<file path="src/rtl/ahb_sramc_slave_gen2.sv">
// AHB-Lite slave front end for a NUM_BANKS x LANES array of byte-wide synchronous SRAMs.
// Programmable read wait states, ERROR response for illegal transfers, write/read port-conflict stall.
module ahb_sramc_slave_gen2 #(
  parameter int DATA_WIDTH      = 32,
  parameter int NUM_BANKS       = 2,
  parameter int BANK_ADDR_WIDTH = 13,
  parameter int WAIT_STATES     = 0
) (
  input  logic                                   hclk_i,
  input  logic                                   hresetn_i,
  input  logic                                   hsel_i,
  input  logic [31:0]                            haddr_i,
  input  logic [1:0]                             htrans_i,
  input  logic                                   hwrite_i,
  input  logic [2:0]                             hsize_i,
  input  logic [2:0]                             hburst_i,
  input  logic                                   hready_i,
  input  logic [DATA_WIDTH-1:0]                  hwdata_i,
  output logic [DATA_WIDTH-1:0]                  hrdata_o,
  output logic                                   hready_resp_o,
  output logic [1:0]                             hresp_o,
  output logic [BANK_ADDR_WIDTH-1:0]             sram_addr_o,
  output logic [DATA_WIDTH-1:0]                  sram_wdata_o,
  output logic                                   sram_we_o,
  output logic [NUM_BANKS*(DATA_WIDTH/8)-1:0]    sram_cs_o,
  input  logic [NUM_BANKS*DATA_WIDTH-1:0]        sram_rdata_i
);

  localparam int LANES    = DATA_WIDTH / 8;
  localparam int OFS      = $clog2(LANES);
  localparam int BW       = $clog2(NUM_BANKS);
  localparam int BW_W     = (BW > 0) ? BW : 1;
  localparam int CSW      = NUM_BANKS * LANES;
  localparam int CAP_BITS = OFS + BANK_ADDR_WIDTH + BW;

  typedef enum logic [2:0] {
    ST_IDLE, ST_WR, ST_RD_ISSUE, ST_RD_WAIT, ST_RD_DONE, ST_ERR1, ST_ERR2
  } state_e;

  state_e                     state_q;
  logic [BANK_ADDR_WIDTH-1:0] word_q;
  logic [BW_W-1:0]            bank_q;
  logic [LANES-1:0]           mask_q;
  logic [1:0]                 wcnt_q;
  logic [DATA_WIDTH-1:0]      rdata_q;
  logic [DATA_WIDTH-1:0]      hrdata_q;

  logic [BANK_ADDR_WIDTH-1:0] word_d;
  logic [BW_W-1:0]            bank_d;
  logic [LANES-1:0]           mask_d;
  logic                       illegal_d;
  logic [7:0]                 size_bytes_s;
  logic [2:0]                 align_s;
  logic                       hready_s;
  logic                       accept_s;
  state_e                     next_s;
  logic [DATA_WIDTH-1:0]      rd_sel_s;
  logic [DATA_WIDTH-1:0]      rd_data_s;
  logic                       unused_s;

  assign unused_s = ^{hburst_i, htrans_i[0]};

  // Address-phase decode: word, bank, lane mask and legality.
  always_comb begin
    word_d = haddr_i[OFS +: BANK_ADDR_WIDTH];
    bank_d = BW_W'((haddr_i >> (OFS + BANK_ADDR_WIDTH)) & 32'(NUM_BANKS - 1));
    case (hsize_i)
      3'd0:    begin size_bytes_s = 8'h01; align_s = 3'd0; end
      3'd1:    begin size_bytes_s = 8'h03; align_s = 3'd1; end
      3'd2:    begin size_bytes_s = 8'h0F; align_s = 3'd3; end
      3'd3:    begin size_bytes_s = 8'hFF; align_s = 3'd7; end
      default: begin size_bytes_s = 8'hFF; align_s = 3'd7; end
    endcase
    mask_d    = LANES'({8'h00, size_bytes_s} << haddr_i[OFS-1:0]);
    illegal_d = (hsize_i > 3'(OFS)) ||
                ((haddr_i[2:0] & align_s) != 3'd0) ||
                ((haddr_i >> CAP_BITS) != 32'd0);
  end

  // Ready decode, transfer acceptance and the next state for an accepting state.
  always_comb begin
    case (state_q)
      ST_RD_ISSUE, ST_RD_WAIT, ST_ERR1: hready_s = 1'b0;
      default:                          hready_s = 1'b1;
    endcase
    accept_s = hresetn_i && hsel_i && hready_i && htrans_i[1] && hready_s;
    if (!accept_s) begin
      next_s = ST_IDLE;
    end else if (illegal_d) begin
      next_s = ST_ERR1;
    end else if (hwrite_i) begin
      next_s = ST_WR;
    end else if (state_q == ST_WR) begin
      // SRAM port is busy with the write data phase this cycle
      next_s = ST_RD_ISSUE;
    end else if (WAIT_STATES > 0) begin
      next_s = ST_RD_WAIT;
    end else begin
      next_s = ST_RD_DONE;
    end
  end

  // SRAM port drive: write data phase, deferred read issue, or a live read address phase.
  always_comb begin
    sram_cs_o    = '0;
    sram_we_o    = 1'b0;
    sram_addr_o  = word_q;
    sram_wdata_o = hwdata_i;
    if (state_q == ST_WR) begin
      sram_we_o = 1'b1;
      sram_cs_o = CSW'(mask_q) << (bank_q * LANES);
    end else if (state_q == ST_RD_ISSUE) begin
      sram_cs_o = CSW'(mask_q) << (bank_q * LANES);
    end else if (accept_s && !illegal_d && !hwrite_i) begin
      sram_cs_o   = CSW'(mask_d) << (bank_d * LANES);
      sram_addr_o = word_d;
    end else begin
      sram_cs_o = '0;
    end
  end

  assign rd_sel_s  = sram_rdata_i[bank_q*DATA_WIDTH +: DATA_WIDTH];
  assign rd_data_s = (WAIT_STATES == 0) ? rd_sel_s : rdata_q;

  // Bus response outputs decoded from the state register.
  always_comb begin
    hready_resp_o = hready_s;
    hresp_o       = ((state_q == ST_ERR1) || (state_q == ST_ERR2)) ? 2'b01 : 2'b00;
    hrdata_o      = (state_q == ST_RD_DONE) ? rd_data_s : hrdata_q;
  end

  // Transfer FSM with captured address/mask, wait counter and read data registers.
  always_ff @(posedge hclk_i or negedge hresetn_i) begin
    if (!hresetn_i) begin
      state_q  <= ST_IDLE;
      word_q   <= '0;
      bank_q   <= '0;
      mask_q   <= '0;
      wcnt_q   <= 2'd0;
      rdata_q  <= '0;
      hrdata_q <= '0;
    end else begin
      if (accept_s) begin
        word_q <= word_d;
        bank_q <= bank_d;
        mask_q <= mask_d;
      end
      case (state_q)
        ST_RD_ISSUE: begin
          state_q <= (WAIT_STATES > 0) ? ST_RD_WAIT : ST_RD_DONE;
          wcnt_q  <= 2'd0;
        end
        ST_RD_WAIT: begin
          if (wcnt_q == 2'd0) begin
            rdata_q <= rd_sel_s;
          end
          if (wcnt_q == 2'(WAIT_STATES - 1)) begin
            state_q <= ST_RD_DONE;
          end else begin
            wcnt_q <= wcnt_q + 2'd1;
          end
        end
        ST_RD_DONE: begin
          hrdata_q <= rd_data_s;
          state_q  <= next_s;
          wcnt_q   <= 2'd0;
        end
        ST_ERR1: begin
          state_q <= ST_ERR2;
        end
        default: begin
          state_q <= next_s;
          wcnt_q  <= 2'd0;
        end
      endcase
    end
  end

endmodule

</file>
<file path="config.mk">
export PLATFORM = sky130hd
export DESIGN_NAME = ahb_sramc_slave_gen2
export DESIGN_NICKNAME = d
export VERILOG_FILES = /design/src/rtl/ahb_sramc_slave_gen2.sv
export SDC_FILE = /design/constraint.sdc
export NUM_CORES = 1
export LEC_CHECK = 0
export ABC_AREA = 1
export ABC_CLOCK_PERIOD_IN_PS = 2400
export CAP_MARGIN = 20
export CORE_UTILIZATION = 35
export CTS_CLUSTER_SIZE = 25
export DETAILED_ROUTE_END_ITERATION = 12
export PLACE_DENSITY_LB_ADDON = 0.15
export SYNTH_ARGS = -nofsm -noshare
export SYNTH_HDL_FRONTEND = slang
export SYNTH_SLANG_ARGS = --single-unit
</file>
<file path="constraint.sdc">
create_clock -name hclk_i -period 2.4 [get_ports hclk_i]
set_input_delay 0.72 -clock hclk_i [delete_from_list [all_inputs] [get_ports hclk_i]]
set_output_delay 0.72 -clock hclk_i [all_outputs]
set_load 0.05 [all_outputs]
</file>
==> reports/results.ini <==
[status]
status=finished with violations
violations=DRC, setup timing

[detailed_routing]
via_count=3801
drt_first_iter_violations=220
wl_per_cell_um=16.9
via_per_inst=5.09
antenna_left=0
route.detailed.drc=14
routed_wirelength_mm=12.6
dr.pass1.iters=9

[yosys]
ys_seq_area_share_pct=43.0
yosysWarnings=0
synth_top_area_share_pct=43.0
synth_area_leader_cell=dfrtp_1
synthDistinctLibCells=28
syn_nets=578
syn_inst=436
synth.area.top_cells=dfrtp_1 43%, nand2_1 20%, buf_4 8.0%
synthesis.area_um2=3200
ys_ff_latch=55
syn_avg_cell_area_um2=7.34

[critical_path]
crit_required_ns=1.68
r2r-start=state_q[0]
crit_fanout=6
cp-start-kind=primary input
reg2regPathDepth=12
rrSetupSlack_ns=0.23
endpoint_kind=primary output
r2r_end=hrdata_q[27]
crit_type=in2out
cp.arrival_ns=2.06

[power_and_ir_drop]
peakVddDrop_v=0.000518
p_leak_nw=2.88
power.density_nw_per_um2=692

[cells_and_area]
utilization_pct=77.4
multi_input_area_um2=2410
syn_to_final_growth_pct=113
final_nets=780
finalNonFillerCells=747
n_fill_cell=557
layout_commonest_cell=nand2_1
mostFrequentLayoutCells=127 x nand2_1, 79 x clkdlybuf4s50_1, 64 x buf_4, 52 x dfrtp_1, 48 x buf_6
layout-drive-gt1-share_pct=47.7
diodes=0
seq_area_um2=1380

[placement]
portBuffers=160
dpl.hpwl_mm=6.92
routabilityCongestion=0.778
dp.cells=677

[die]
io_pins=230
die-area_um2=9530
dieHeight_um=97.6
std_cell_rows=34
core_um2=8810
start_util_pct=36.4
die_x_um=97.6

[clock_tree]
cts.htree.levels=2
path_clk_slew_ns=0.09
insertion_delay_ns=0.31
cts_buffers=5
cts_max_path_buffers=2
cts_tree=built
cts_hold_buf=0
cts.sinks=55
cts-root-buf=clkbuf_8

[timing]
final.setup.worst_slack_ns=-0.382
fin_skew_ns=0.0150
period_needed_ns=2.78
worstMarginPinSlew_ns=0.702
fmax_ghz=0.360
hold_violations=0
post-route-period-util_pct=116
slew_viol_final=0
rsz0062_at_grt=true
slew_headroom_pct=53.2
finalSetupViolCount=53

[global_route]
grt_overflow=0
grtUsageTotal_pct=24.1
grt_antenna_before_repair=0
grt_max_degree=56
grt_pass1_wl_mm=18.6
grt_pass1_vias=3878

[worst_hold_path]
min_path_cells=2
hold_path.class=reg2reg
min-delay-start=word_q[12]
hold_end=word_q[12]

[run]
max_cap_violations=0

[cell usage after synthesis, drive strengths merged]
cell type,n
nand2,170
nor2,59
dfrtp,55
buf,47
a31oi,32
nand4,22
inv,13
o21ai,11
clkbuf,10
nand3,6
nor3,3
a21oi,2
a22o,1
and2,1
clkinv,1
conb,1
ha,1
or2,1
[power breakdown]
| part | internal, mW | switching, mW | leakage (nW) | total, mW |
|---|---|---|---|---|
| Combinational | 1.26 | 1.57 | 2.20 | 2.83 |
| Clock | 0.237 | 0.321 | 0.0474 | 0.558 |
| Sequential | 1.14 | 0.189 | 0.635 | 1.33 |
| Total | 2.64 | 2.08 | 2.88 | 4.71 |
[cell families (layout without fill, tap and decap cells)]
kind of cell,count (synthesis),in the layout,share of synthesized area (%)
and+or+nand+nor,262,262,34.5
adders and majority gates,1,1,0.391
AOI/OAI and AO/OA,46,46,8.56
DFF,55,55,43.0
other,1,1,0.117
buffers and inverters,71,274,13.4
[layout make-up]
type / instances / area share (%)
Sequential cell: 55 / 20.3
Multi-Input combinational cell: 310 / 35.4
Clock inverter: 2 / 0.239
Clock buffer: 6 / 1.21
Inverter: 14 / 0.771
Tap cell: 108 / 1.98
Timing Repair Buffer: 252 / 40.2
[per-stage QoR]
stage               TNS (ns)  setup WS, ns  cell area (µm²)  hold slack, ns  total power [mW]
global placement      -14.07        -0.695             5180           0.454              3.18
floorplan              -1.14       -0.0747             3560           0.424              2.65
finish                -12.24        -0.382             6810           0.485              4.71
CTS                   -15.30        -0.435             6600           0.484              4.47
global route          -16.21        -0.466             6810           0.510              4.89
detailed placement    -15.22        -0.746             5180           0.459              3.21
[flip-flops by register name, indices dropped and copies added, names as in the netlist]
name	cells
mask_q	4
bank_q	1
state_q	3
wcnt_q	2
hrdata_q	32
word_q	13
[worst max-delay path, stage by stage]
cell and delay, ns:
buf_8 0.10, nor2_4 0.08, nand2_1 0.05, nor2_1 0.15, nand2_2 0.10, nor3_4 0.23, buf_6 0.15, buf_12 0.11
nand4_1 0.13, nand2_4 0.10, buf_12 0.13
[how the worst max path moves through the flow]
stage | start | to | slack, ns | cells past startpoint
finish | hsize_i[2] | sram_cs_o[0] | -0.38 | 11
global route | hsize_i[2] | sram_cs_o[0] | -0.47 | 11
CTS | haddr_i[26] | sram_cs_o[0] | -0.43 | 12
detailed placement | hsize_i[2] | sram_addr_o[0] | -0.75 | 10
global placement | hsize_i[2] | sram_addr_o[0] | -0.70 | 10
floorplan | hsize_i[2] | sram_addr_o[0] | -0.07 | 8
[what timing repair did]
item | 4_1_cts | 5_1_grt
cloned | 8 | 1
gates resized for setup | 248 | 64
setup endpoints to repair | 53 | 53
setup buffers | 46 | 13
pin swaps | 26 | 23
[per-layer routing]
| layer | GRT usage [%] | share of wire, % |
|---|---|---|
| met5 | 0 | 0 |
| met4 | 6.53 | 2.2 |
| met3 | 6.76 | 6.5 |
| met2 | 44.6 | 55 |
| met1 | 27.0 | 37 |
Note: power is estimated with default switching activity, not from simulation.
